$ cat src/rtl/booth_radix4_mac_if.sv
// Operand/result bundle for booth_radix4_mac. The master drives the operands and
// the slave (the MAC) returns ready, the result pulse and the accumulator.
interface booth_radix4_mac_if #(
  parameter int WIDTH     = 8,
  parameter int ACC_WIDTH = 32
);
  logic                        in_valid;
  logic                        in_ready;
  logic signed [WIDTH-1:0]     a;
  logic signed [WIDTH-1:0]     b;
  logic                        acc_clear;
  logic                        out_valid;
  logic signed [ACC_WIDTH-1:0] acc_out;

  modport master (
    output in_valid, a, b, acc_clear,
    input  in_ready, out_valid, acc_out
  );

  modport slave (
    input  in_valid, a, b, acc_clear,
    output in_ready, out_valid, acc_out
  );
endinterface

$ cat src/rtl/booth_radix4_mac.sv
// Sequential radix-4 Booth multiply-accumulate: two multiplier bits per cycle into a
// signed accumulator. Define MAC_SAT_EN to saturate the accumulate add instead of wrapping.
module booth_radix4_mac #(
  parameter int WIDTH     = 8,
  parameter int ACC_WIDTH = 32
) (
  input logic               clk,
  input logic               rst,
  booth_radix4_mac_if.slave bus
);
  localparam int PW    = 2 * WIDTH;
  localparam int STEPS = WIDTH / 2;
  localparam int KW    = $clog2(STEPS);

  typedef enum logic {IDLE, RUN} state_e;

  state_e                      state_q, state_d;
  logic signed [WIDTH-1:0]     a_q, a_d;
  logic signed [WIDTH:0]       w_q, w_d;
  logic signed [PW-1:0]        p_q, p_d;
  logic [KW-1:0]               k_q, k_d;
  logic                        clr_q, clr_d;
  logic signed [ACC_WIDTH-1:0] acc_q, acc_d;
  logic                        out_valid_q, out_valid_d;

  logic                        in_ready;
  logic                        accept;
  logic                        last_step;
  logic                        booth_zero, booth_shift, booth_neg;
  logic signed [PW-1:0]        a_ext, pp_mag, pp, pp_shifted, p_sum;
  logic signed [ACC_WIDTH-1:0] pf_ext, acc_sum;

  // NOTE: sequential state is updated with <= so every register samples pre-edge values.
  always_ff @(posedge clk) begin
    if (rst) state_q <= IDLE;
    else     state_q <= state_d;
  end

  always_comb begin
    // NOTE: assigning a default first keeps every path driven, so no latch is inferred.
    state_d = state_q;
    case (state_q)
      IDLE:    if (accept)    state_d = RUN;
      RUN:     if (last_step) state_d = IDLE;
      default:                state_d = IDLE;
    endcase
  end

  always_comb begin
    in_ready = (state_q == IDLE);
  end

  assign accept    = bus.in_valid && in_ready;
  assign last_step = (state_q == RUN) && (k_q == KW'(STEPS - 1));

  // Booth window decode and partial-product selection for the current digit.
  always_comb begin
    booth_zero  = (w_q[2:0] == 3'b000) || (w_q[2:0] == 3'b111);
    booth_shift = (w_q[2:0] == 3'b011) || (w_q[2:0] == 3'b100);
    booth_neg   = w_q[2] && (w_q[2:0] != 3'b111);
    a_ext       = PW'(a_q);
    pp_mag      = booth_zero ? '0 : (booth_shift ? (a_ext <<< 1) : a_ext);
    pp          = booth_neg ? -pp_mag : pp_mag;
    pp_shifted  = pp <<< {k_q, 1'b0};
    p_sum       = p_q + pp_shifted;
    pf_ext      = ACC_WIDTH'(p_sum);
  end

`ifdef MAC_SAT_EN
  logic signed [ACC_WIDTH:0] sum_wide;
  logic                      overflow;

  // Same-sign operands whose wide sum leaves the ACC_WIDTH range clamp to the nearest limit.
  always_comb begin
    sum_wide = {acc_q[ACC_WIDTH-1], acc_q} + {pf_ext[ACC_WIDTH-1], pf_ext};
    overflow = (acc_q[ACC_WIDTH-1] == pf_ext[ACC_WIDTH-1]) &&
               (sum_wide[ACC_WIDTH] != sum_wide[ACC_WIDTH-1]);
    if (!overflow)              acc_sum = sum_wide[ACC_WIDTH-1:0];
    else if (sum_wide[ACC_WIDTH]) acc_sum = {1'b1, {(ACC_WIDTH-1){1'b0}}};
    else                        acc_sum = {1'b0, {(ACC_WIDTH-1){1'b1}}};
  end
`else
  always_comb begin
    acc_sum = acc_q + pf_ext;
  end
`endif

  always_comb begin
    a_d         = a_q;
    w_d         = w_q;
    p_d         = p_q;
    k_d         = k_q;
    clr_d       = clr_q;
    acc_d       = acc_q;
    out_valid_d = 1'b0;
    if (accept) begin
      a_d   = bus.a;
      w_d   = {bus.b, 1'b0};
      p_d   = '0;
      k_d   = '0;
      clr_d = bus.acc_clear;
    end else if (state_q == RUN) begin
      p_d = p_sum;
      w_d = w_q >>> 2;
      k_d = k_q + KW'(1);
      if (last_step) begin
        acc_d       = clr_q ? pf_ext : acc_sum;
        out_valid_d = 1'b1;
      end
    end
  end

  // Only the architecturally visible result state is reset.
  always_ff @(posedge clk) begin
    if (rst) begin
      acc_q       <= '0;
      out_valid_q <= 1'b0;
    end else begin
      acc_q       <= acc_d;
      out_valid_q <= out_valid_d;
    end
  end

  // NOTE: operand, window, product and step registers are rewritten on every acceptance
  // before use, so they carry no reset.
  always_ff @(posedge clk) begin
    a_q   <= a_d;
    w_q   <= w_d;
    p_q   <= p_d;
    k_q   <= k_d;
    clr_q <= clr_d;
  end

  assign bus.in_ready  = in_ready;
  assign bus.out_valid = out_valid_q;
  assign bus.acc_out   = acc_q;

endmodule

$ cat src/flat_wrapper.sv
// flat-port wrapper written by rule: the top's interface ports become plain ports
module booth_radix4_mac_flat 
#(
  parameter int WIDTH     = 8,
  parameter int ACC_WIDTH = 32
)
  (clk, rst, bus_in_valid, bus_a, bus_b, bus_acc_clear, bus_in_ready, bus_out_valid, bus_acc_out);
  booth_radix4_mac_if #(.WIDTH(WIDTH), .ACC_WIDTH(ACC_WIDTH)) bus_i ();
  input logic clk;
  input logic rst;
  input wire logic [$bits(bus_i.in_valid)-1:0] bus_in_valid;
  input wire logic [$bits(bus_i.a)-1:0] bus_a;
  input wire logic [$bits(bus_i.b)-1:0] bus_b;
  input wire logic [$bits(bus_i.acc_clear)-1:0] bus_acc_clear;
  output wire logic [$bits(bus_i.in_ready)-1:0] bus_in_ready;
  output wire logic [$bits(bus_i.out_valid)-1:0] bus_out_valid;
  output wire logic [$bits(bus_i.acc_out)-1:0] bus_acc_out;
  assign bus_i.in_valid = bus_in_valid;
  assign bus_i.a = bus_a;
  assign bus_i.b = bus_b;
  assign bus_i.acc_clear = bus_acc_clear;
  assign bus_in_ready = bus_i.in_ready;
  assign bus_out_valid = bus_i.out_valid;
  assign bus_acc_out = bus_i.acc_out;
  booth_radix4_mac #(.WIDTH(WIDTH), .ACC_WIDTH(ACC_WIDTH)) u_core (.clk(clk), .rst(rst), .bus(bus_i));
endmodule
$ cat config.mk
export PLATFORM = sky130hd
export DESIGN_NAME = booth_radix4_mac_flat
export DESIGN_NICKNAME = d
export VERILOG_FILES = /design/src/rtl/booth_radix4_mac_if.sv /design/src/rtl/booth_radix4_mac.sv /design/src/flat_wrapper.sv
export SDC_FILE = /design/constraint.sdc
export NUM_CORES = 1
export LEC_CHECK = 0
export ABC_AREA = 0
export BUFFER_PORTS_ARGS = -buffer_cell sky130_fd_sc_hd__buf_4
export CORE_ASPECT_RATIO = 2
export CORE_MARGIN = 2
export CORE_UTILIZATION = 32
export DETAILED_ROUTE_END_ITERATION = 8
export SETUP_SLACK_MARGIN = 0.3
export SLEW_MARGIN = 20
export SYNTH_ARGS = -nofsm -noshare
export SYNTH_HDL_FRONTEND = slang
export SYNTH_SLANG_ARGS = --single-unit
$ cat constraint.sdc
create_clock -name clk -period 12 [get_ports clk]
set_input_delay 2.4 -clock clk [delete_from_list [all_inputs] [get_ports clk]]
set_output_delay 2.4 -clock clk [all_outputs]
set_load 0.02 [all_outputs]
After elaboration in Yosys (flattened, before gate mapping)
Cells that the tools add are included.
Widths: inputs -> output; s select.
{"block": "totals", "inputBits": 20, "ff_bits": 70, "word_cells": 41}
{"block": "classes", "eq_ne": 5, "shifts": 1, "addsub": 4, "mux": 10, "n_reduce_logical": 9, "bitwise_logic": 2}
{"op": "$add 32x16->32", "n": 1}
{"op": "$mux 16", "n": 2}
{"op": "$mux 32", "n": 1}
{"op": "$add 16x16->16", "n": 1}
{"op": "$mux 8", "n": 2}
{"op": "$neg 16->16", "n": 1}
{"op": "$sshl 16x3->16", "n": 1}
{"op": "$mux 9", "n": 1}
{"op": "$eq 3x3->1 const B", "n": 2}
{"op": "$eq 3x2->1 const B", "n": 1}
{"op": "$logic_and 1x1->1", "n": 3}
{"op": "$logic_not 3->1", "n": 1}
{"op": "$mux 1", "n": 3}
{"op": "$ne 3x3->1 const B", "n": 1}
{"op": "$reduce_and 3->1", "n": 1}
{"op": "$reduce_or 3->1", "n": 1}
{"op": "$add 2x1->2 const B", "n": 1}
{"op": "$eq 2x2->1 const B", "n": 1}
{"op": "$logic_or 1x1->1", "n": 2}
{"op": "$not 1->1", "n": 2}
{"op": "$pmux 1 s2", "n": 1}
{"op": "$reduce_bool 2->1", "n": 1}

Logic depth before layout (Yosys ltp)
Gate-level depths: netlist of run 1.
{"block": "depth", "word_depth": 10, "mapped_depth": 30, "ltp_nobuf": 28}

Worst setup path before layout of run 1
Ideal clock, no wire load.
{"block": "synth_timing", "path_type": "flip-flop to flip-flop", "from": "register u_core.w_q[1]", "to": "register u_core.acc_q[25], in the netlist u_core.bus.acc_out[25]", "synth_period_minus_slack_ns": 6.429, "stages_incl_launch_ff": 29, "path_slack_ns": 5.571, "arrival_time_ns": 6.344, "setup_time_ns": 0.086, "t_required_ns": 11.914, "path_cell_list": "edfxtp_1 > buf_4 > buf_2 > nor2b_1 > a22oi_1 > a21o_1 > ha_1 > nand4b_1 > a21oi_1 > o2bb2ai_1 > a21bo_2 > o31ai_1 > o21ai_0 > ha_1 > a211o_1 > a41o_1 > a32o_1 > a221oi_4 > xor2_2 > ha_1 > clkbuf_1 > o21a_1 > o211ai_1 > nor4_1 > nor3b_1 > o21ai_0 > mux2i_1 > a31o_2 > a211oi_1"}
{"block": "synth_between", "elab_chain_cells": 10, "elab_cells_between_ends": 16, "classes_between": "3 x add/sub; 4 x eq/ne; 1 x shift; 4 x mux; 4 x reduce/logical"}
{"item": "from (decl)", "line_no": "booth_radix4_mac.sv:19", "text": "logic signed [WIDTH:0] w_q, w_d;"}
{"item": "from (signal assigned)", "line_no": "booth_radix4_mac.sv:128", "text": "w_q <= w_d;"}
{"item": "$eq 3x2->1 or $eq 3x3->1 (tied branches)", "line_no": "booth_radix4_mac.sv:59", "text": "booth_shift = (w_q[2:0] == 3'b011) || (w_q[2:0] == 3'b100);"}
{"item": "$logic_or 1x1->1", "line_no": "booth_radix4_mac.sv:59"}
{"item": "$mux 8", "line_no": "booth_radix4_mac.sv:62", "text": "pp_mag = booth_zero ? '0 : (booth_shift ? (a_ext <<< 1) : a_ext);"}
{"item": "$mux 16", "line_no": "booth_radix4_mac.sv:62"}
{"item": "$neg 16->16", "line_no": "booth_radix4_mac.sv:63", "text": "pp = booth_neg ? -pp_mag : pp_mag;"}
{"item": "$mux 16 (*)", "line_no": "booth_radix4_mac.sv:63"}
{"item": "$sshl 16x3->16 (*)", "line_no": "booth_radix4_mac.sv:64", "text": "pp_shifted = pp <<< {k_q, 1'b0};"}
{"item": "$add 16x16->16 (*)", "line_no": "booth_radix4_mac.sv:65", "text": "p_sum = p_q + pp_shifted;"}
{"item": "named net u_core.p_sum[15]", "line_no": "booth_radix4_mac.sv:30", "text": "logic signed [PW-1:0] a_ext, pp_mag, pp, pp_shifted, p_sum;"}
{"item": "$add 32x16->32", "line_no": "booth_radix4_mac.sv:84", "text": "acc_sum = acc_q + pf_ext;"}
{"item": "$mux 32 (*)", "line_no": "booth_radix4_mac.sv:107", "text": "acc_d = clr_q ? pf_ext : acc_sum;"}
{"item": "to (signal assigned)", "line_no": "booth_radix4_mac.sv:116", "text": "acc_q <= '0;"}
{"item": "to (signal assigned)", "line_no": "booth_radix4_mac.sv:119", "text": "acc_q <= acc_d;"}
{"item": "to (decl)", "line_no": "booth_radix4_mac.sv:23", "text": "logic signed [ACC_WIDTH-1:0] acc_q, acc_d;"}
The timed path passes the listed nets; every way through them passes the cells marked *.
A chain may end at the register's enable or synchronous reset.

Final worst setup path of run 1
Ends and elaborated chain as after synthesis.

==> reports/metrics.yaml, run 1 <==
run_status:
  status: "finished clean"
logic_synthesis:
  ys_async_sr_fraction_pct: 0
  postSynthCellCount: 736
  ys_seq_area_share_pct: 26.4
  synth_warnings: 0
  synth-seq-cells: 70
  ys.flop_type: "dfxtp_1"
  synth_edf_count: 17
  synth_cell_types: 72
  syn-num-nets: 811
  syn_area_sq_um: 5940
  avgSynthCellArea_sq_um: 8.07
power:
  p_leak_nw: 2.88
  combPwrFrac_pct: 61.0
  clkPwrFrac_pct: 18.0
  seq_power_share_pct: 21.0
  p_int_mw: 0.793
  power_mw: 1.52
  switchingPower_mw: 0.731
  peakVddDrop_uv: 107
  switching_share_pct: 48.0
  power_density_nw_per_um2: 225
setup_path:
  endpoint_kind: "register"
  required_ns: 12.27
  path_class: "register to register"
  arrival_ns: 7.81
  worst-path-max-fanout: 23
  start_kind: "register"
clocking:
  ctsResizeCount: 0
  cts_sinks: 70
  ctsHoldBuffers: 0
  postCtsSetupRepairBufs: 0
  clk_latency_ns: 0.35
  cts_tree: "built"
  cts.clk_slew.worst_paths_ns: 0.07
  root_buffer: "clkbuf_16"
  cts_buffers: 9
  cts.htree.levels: 3
  cts_max_path_buffers: 2
grt:
  grt_max_degree: 42
  grt_pass1_vias: 5735
  grt_pass1_wl_um: 29500
  grt.total_usage_pct: 19.0
  grt.overflow.total: 0
  antenna_found_initial: 0
die:
  initial_core_util_pct: 32.6
  fp.dieW_um: 100
  num_rows: 70
  die_area_sq_um: 19700
  core_sq_um: 18200
  ios: 54
  die_h_um: 197
finish:
  num-nets-final: 842
  syn2layout_area_growth_pct: 14.1
  mostFrequentLayoutCells: "72 x nor2_1, 69 x nand2_1, 59 x buf_4, 57 x a21oi_1"
  num_antenna_cells: 0
  layout_commonest_cell: "nor2_1"
  drive_above_1_share_pct: 12.2
timing:
  max_slew_margin_pct: 24.0
  setup_tns_ns: 0
  skew_ns: 0.00975
  setup_violations: 0
  final.period_utilization_pct: 62.9
  worstMarginPinSlew_ns: 1.14
  holdWs_ns: 0.471
  rsz0062_at_grt: "false"
  fin_crit_ns: 7.55
  fmax_ghz: 0.133
  hold_viol_final: 0
  drv_slew: 0
placed_design:
  gp_congestion: 0.917
  dp_hpwl_um: 13800
  io_buffer_count: 53
route:
  firstDrtPassIters: 6
  drc: 0
  wl_per_cell_um: 18.1
  via_count: 5677
  dr.first_iter.drc_count: 238
  routed_via_density: 5.75
  final_antenna_net_count: 0
  wl_um: 17900
flow_run:
  drv_cap: 0
worst_hold_path:
  hold_path.class: "register to register"
-- cell families (layout without fill, tap and decap cells) --
logic type	count (synthesis)	count (layout)	synth area share (%)
flops	70	70	26.4
mux	11	11	1.92
compound gates	258	258	30.0
buf+inv	54	90	3.90
simple gates	245	245	19.5
fa+ha+maj	55	55	11.8
xor+xnor	43	43	6.46
-- critical path, stage by stage, from the launching register on --
cell and delay, ns:
edfxtp_1 0.77, nor2b_1 0.22, a221oi_1 0.39, a21o_1 0.17, ha_1 0.30, nand4b_1 0.19, a21oi_1 0.16, o2bb2ai_1 0.10
a21bo_2 0.27, o31ai_1 0.22, o21ai_0 0.13, ha_1 0.35, a211o_1 0.31, a41o_1 0.25, a32o_1 0.26, a221oi_4 0.31
xor2_2 0.90, ha_1 0.47, o21a_1 0.22, o211ai_1 0.23, nor4_1 0.11, nor3b_1 0.33, o21ai_0 0.23, mux2i_1 0.16
a31o_2 0.21, a211oi_1 0.21
-- power by group through the flow --
stage                     sequential, mW  clock [mW]  combinational [mW]
final                              0.320       0.274               0.930
after CTS                          0.319       0.281               0.926
after detailed placement           0.323           0               0.919
after global placement             0.324           0               0.913
after floorplan                    0.306           0               0.729
after global routing               0.325       0.290                1.04
-- registers in the layout, summed over array words and instances (netlist names) --
name and cells:
u_core.bus.acc_out 32, u_core.p_q 16, u_core.w_q 9, u_core.a_q 8, u_core.k_q 2, u_core.bus.out_valid 1, u_core.clr_q 1, u_core.state_q 1
-- routing by layer --
metal	track usage, %	vias to the layer above	share of wire (%)
li1	-	2821	-
met1	18.0	2694	35
met2	37.0	112	57
met3	2.38	50	2.7
met4	11.6	0	5.9
met5	0	-	0
-- layout make-up --
type | count | area, sq um
Multi-Input combinational cell | 612 | 4140
Clock buffer | 9 | 225
Timing Repair Buffer | 59 | 443
Inverter | 15 | 56.3
Fill cell | 1906 | 11400
Sequential cell | 70 | 1570
Clock inverter | 7 | 73.8
Tap cell | 216 | 270
-- Yosys cell counts, types with 6 or more instances --
cell type | instances | area [sq um]
o21a_1 | 10 | 75.1
o211ai_1 | 10 | 75.1
a21o_1 | 20 | 150
buf_1 | 6 | 22.5
a22oi_1 | 7 | 52.6
a211oi_1 | 22 | 165
or3_1 | 6 | 37.5
ha_1 | 53 | 663
a31oi_1 | 6 | 37.5
mux2i_1 | 8 | 80.1
xnor2_1 | 26 | 228
o21ai_0 | 47 | 235
and3_1 | 10 | 62.6
a21oi_1 | 57 | 285
edfxtp_1 | 17 | 510
a221oi_1 | 7 | 61.3
dfxtp_1 | 53 | 1060
nand2b_1 | 7 | 43.8
nor3_1 | 24 | 120
a22o_1 | 21 | 184
nor2b_1 | 11 | 68.8
nand3_1 | 15 | 75.1
nand2_1 | 69 | 259
inv_1 | 13 | 48.8
clkbuf_1 | 24 | 90.1
xor2_1 | 16 | 140
nor2_1 | 73 | 274
-- worst paths after layout --
kind                              start                                   to  slack [ns]  cells past startpoint
min reg2reg  u_core.p_q[0]$_SDFFE_PP0P_           u_core.p_q[0]$_SDFFE_PP0P_        0.47                      2
max reg2reg     u_core.w_q[1]$_DFFE_PP_  u_core.bus.acc_out[25]$_SDFFE_PP0P_        4.45                     25
max             u_core.w_q[1]$_DFFE_PP_  u_core.bus.acc_out[25]$_SDFFE_PP0P_        4.45                     25
min          u_core.p_q[0]$_SDFFE_PP0P_           u_core.p_q[0]$_SDFFE_PP0P_        0.47                      2
-- through the flow --
step           area [sq um]  utilization, %  instances  setup WS, ns
2_1_floorplan          5940               -        736          5.57
3_3_place_gp           6480            35.6        972          4.67
3_5_place_dp           6480            35.6        972          4.51
4_1_cts                6780            37.2        988          4.49
5_1_grt                6780            37.2        988          3.84
6_report               6780            37.2        988          4.45
No activity file was read; power rests on OpenSTA's default activity.
==> run 2, diff against run 1 <==
==> constraint.sdc (replaced) <==
create_clock -name clk -period 6.4 [get_ports clk]
set_input_delay 1.28 -clock clk [delete_from_list [all_inputs] [get_ports clk]]
set_output_delay 1.28 -clock clk [all_outputs]
set_load 0.02 [all_outputs]
==> run 2 against run 1 <==
  * Routed wire length increased by 8.4%
  * Sequential power increased by 86%
  * Clock power increased by 120%
  * Largest power group unchanged
==> reports/metrics.yaml, run 2 (same netlist as run 1, synthesis figures left out) <==
finish:
  largest_reg_flops: 32
  num-nets-final: 890
  num_antenna_cells: 0
  layout_commonest_cell: "buf_4"
  mostFrequentLayoutCells: "103 x buf_4, 70 x nor2_1, 69 x nand2_1, 54 x a21oi_1, 52 x dfxtp_1"
  final_util_pct: 41.4
  syn2layout_area_growth_pct: 27.0
  drive_above_1_share_pct: 23.3
route:
  drc: 0
  dr.first_iter.drc_count: 318
  wl_per_cell_um: 18.7
  via_count: 5971
  wl_um: 19400
  routed_via_density: 5.76
  firstDrtPassIters: 4
  final_antenna_net_count: 0
placed_design:
  post-place-ws_ns: -0.0585
  gp_congestion: 0.883
  io_buffer_count: 53
  dp_hpwl_um: 14700
clocking:
  clk_latency_ns: 0.35
  cts_sinks: 70
  cts_tree: "built"
  root_buffer: "clkbuf_16"
  cts_buffers: 9
  ctsHoldBuffers: 0
  cts.clk_slew.worst_paths_ns: 0.06
  cts_max_path_buffers: 2
  cts.htree.levels: 3
setup_path:
  cp_slowest_cell: "edfxtp_1"
  arrival_ns: 6.22
  start_kind: "register"
  endpoint_kind: "register"
  worst-path-max-fanout: 8
  max_stage_delay_ns: 0.42
  required_ns: 6.67
  path_class: "register to register"
  cpMostUsedCell: "buf_4"
timing:
  holdWs_ns: 0.476
  worst_slack_ns: 0.445
  worstMarginPinSlew_ns: 0.744
  skew_ns: 0.00991
  drv_slew: 0
  rsz0062_at_grt: "true"
  fin_crit_ns: 5.95
  setup_violations: 0
  final.period_utilization_pct: 93.0
  max_slew_margin_pct: 50.2
  fmax_ghz: 0.168
  setup_tns_ns: 0
  hold_viol_final: 0
power:
  peakVddDrop_uv: 254
  p_leak_nw: 3.20
  power_density_nw_per_um2: 445
  power_mw: 3.36
grt:
  grt.total_usage_pct: 19.5
  grt.overflow.total: 0
  grt_pass1_wl_um: 29800
  grt_pass1_vias: 5859
  grt_max_degree: 42
  antenna_found_initial: 0
die:
  fp.dieW_um: 100
  initial_core_util_pct: 32.6
  die_area_sq_um: 19700
  ios: 54
  num_rows: 70
  core_sq_um: 18200
  die_h_um: 197
flow_run:
  drv_cap: 0
run_status:
  status: "finished clean"
worst_hold_path:
  hold_path.class: "register to register"
[run 2: changes by cell type in the layout (fill, tap and decap cells not counted), sizes merged]
| cell | previous run | this run |
|---|---|---|
| buf | 59 | 107 |
| inv | 20 | 14 |
| bufinv | 0 | 3 |
| clkinvlp | 0 | 2 |
| clkinv | 2 | 3 |
[run 2: power by group]
part	internal [mW]	total (mW)	leakage (nW)	switching, mW
Sequential	0.521	0.596	0.602	0.0744
Combinational	0.962	2.17	2.43	1.21
Clock	0.382	0.593	0.162	0.212
[run 2: per-stage QoR]
stage          area (sq um)  cells
2_1_floorplan          5990    736
3_3_place_gp           6720   1001
3_5_place_dp           6720   1001
4_1_cts                7130   1021
5_1_grt                7550   1036
6_report               7550   1036
[run 2: timing repair]
action / CTS / global route
buffers inserted: 4 / 13
endpoints found under the hold margin: 0 / 0
pin swaps: 0 / 27
resized for setup: 9 / 62
setup endpoints to repair: 13 / 16
gates cloned: 0 / 2
[run 2: area by class of cell]
class                      count  area (sq um)
clock inverter                 7           123
inverter                      15          56.3
clock buffer                   9           225
fill                        1874         10700
tap                          216           270
timing repair buffer         107           825
multi-input combinational    612          4480
sequential                    70          1570
[run 2: path summary, 6_finish.rpt]
kind,to,depth (start not counted),slack [ns],start
setup / recovery,u_core.bus.acc_out[29]$_SDFFE_PP0P_,28,0.45,u_core.w_q[1]$_DFFE_PP_
hold / removal,u_core.p_q[0]$_SDFFE_PP0P_,2,0.48,u_core.p_q[0]$_SDFFE_PP0P_
setup reg to reg,u_core.bus.acc_out[29]$_SDFFE_PP0P_,28,0.45,u_core.w_q[1]$_DFFE_PP_
hold reg to reg,u_core.p_q[0]$_SDFFE_PP0P_,2,0.48,u_core.p_q[0]$_SDFFE_PP0P_
[run 2: routing by layer]
metal / up-vias / wire length, um / GRT usage (%)
met5: - / 0 / 0
met4: 0 / 983 / 10.9
met3: 60 / 545 / 2.27
met2: 148 / 11400 / 39.9
met1: 2843 / 6430 / 17.4
li1: 2920 / - / -
[run 2: worst max-delay path, delay by kind of cell (launching register included)]
kind / cells / cell delay, ns
simple gates: 9 / 1.77
fa+ha+maj: 2 / 0.60
flops: 1 / 0.42
xor+xnor: 1 / 0.12
compound gates: 9 / 1.76
buf+inv: 6 / 0.93
mux: 1 / 0.26
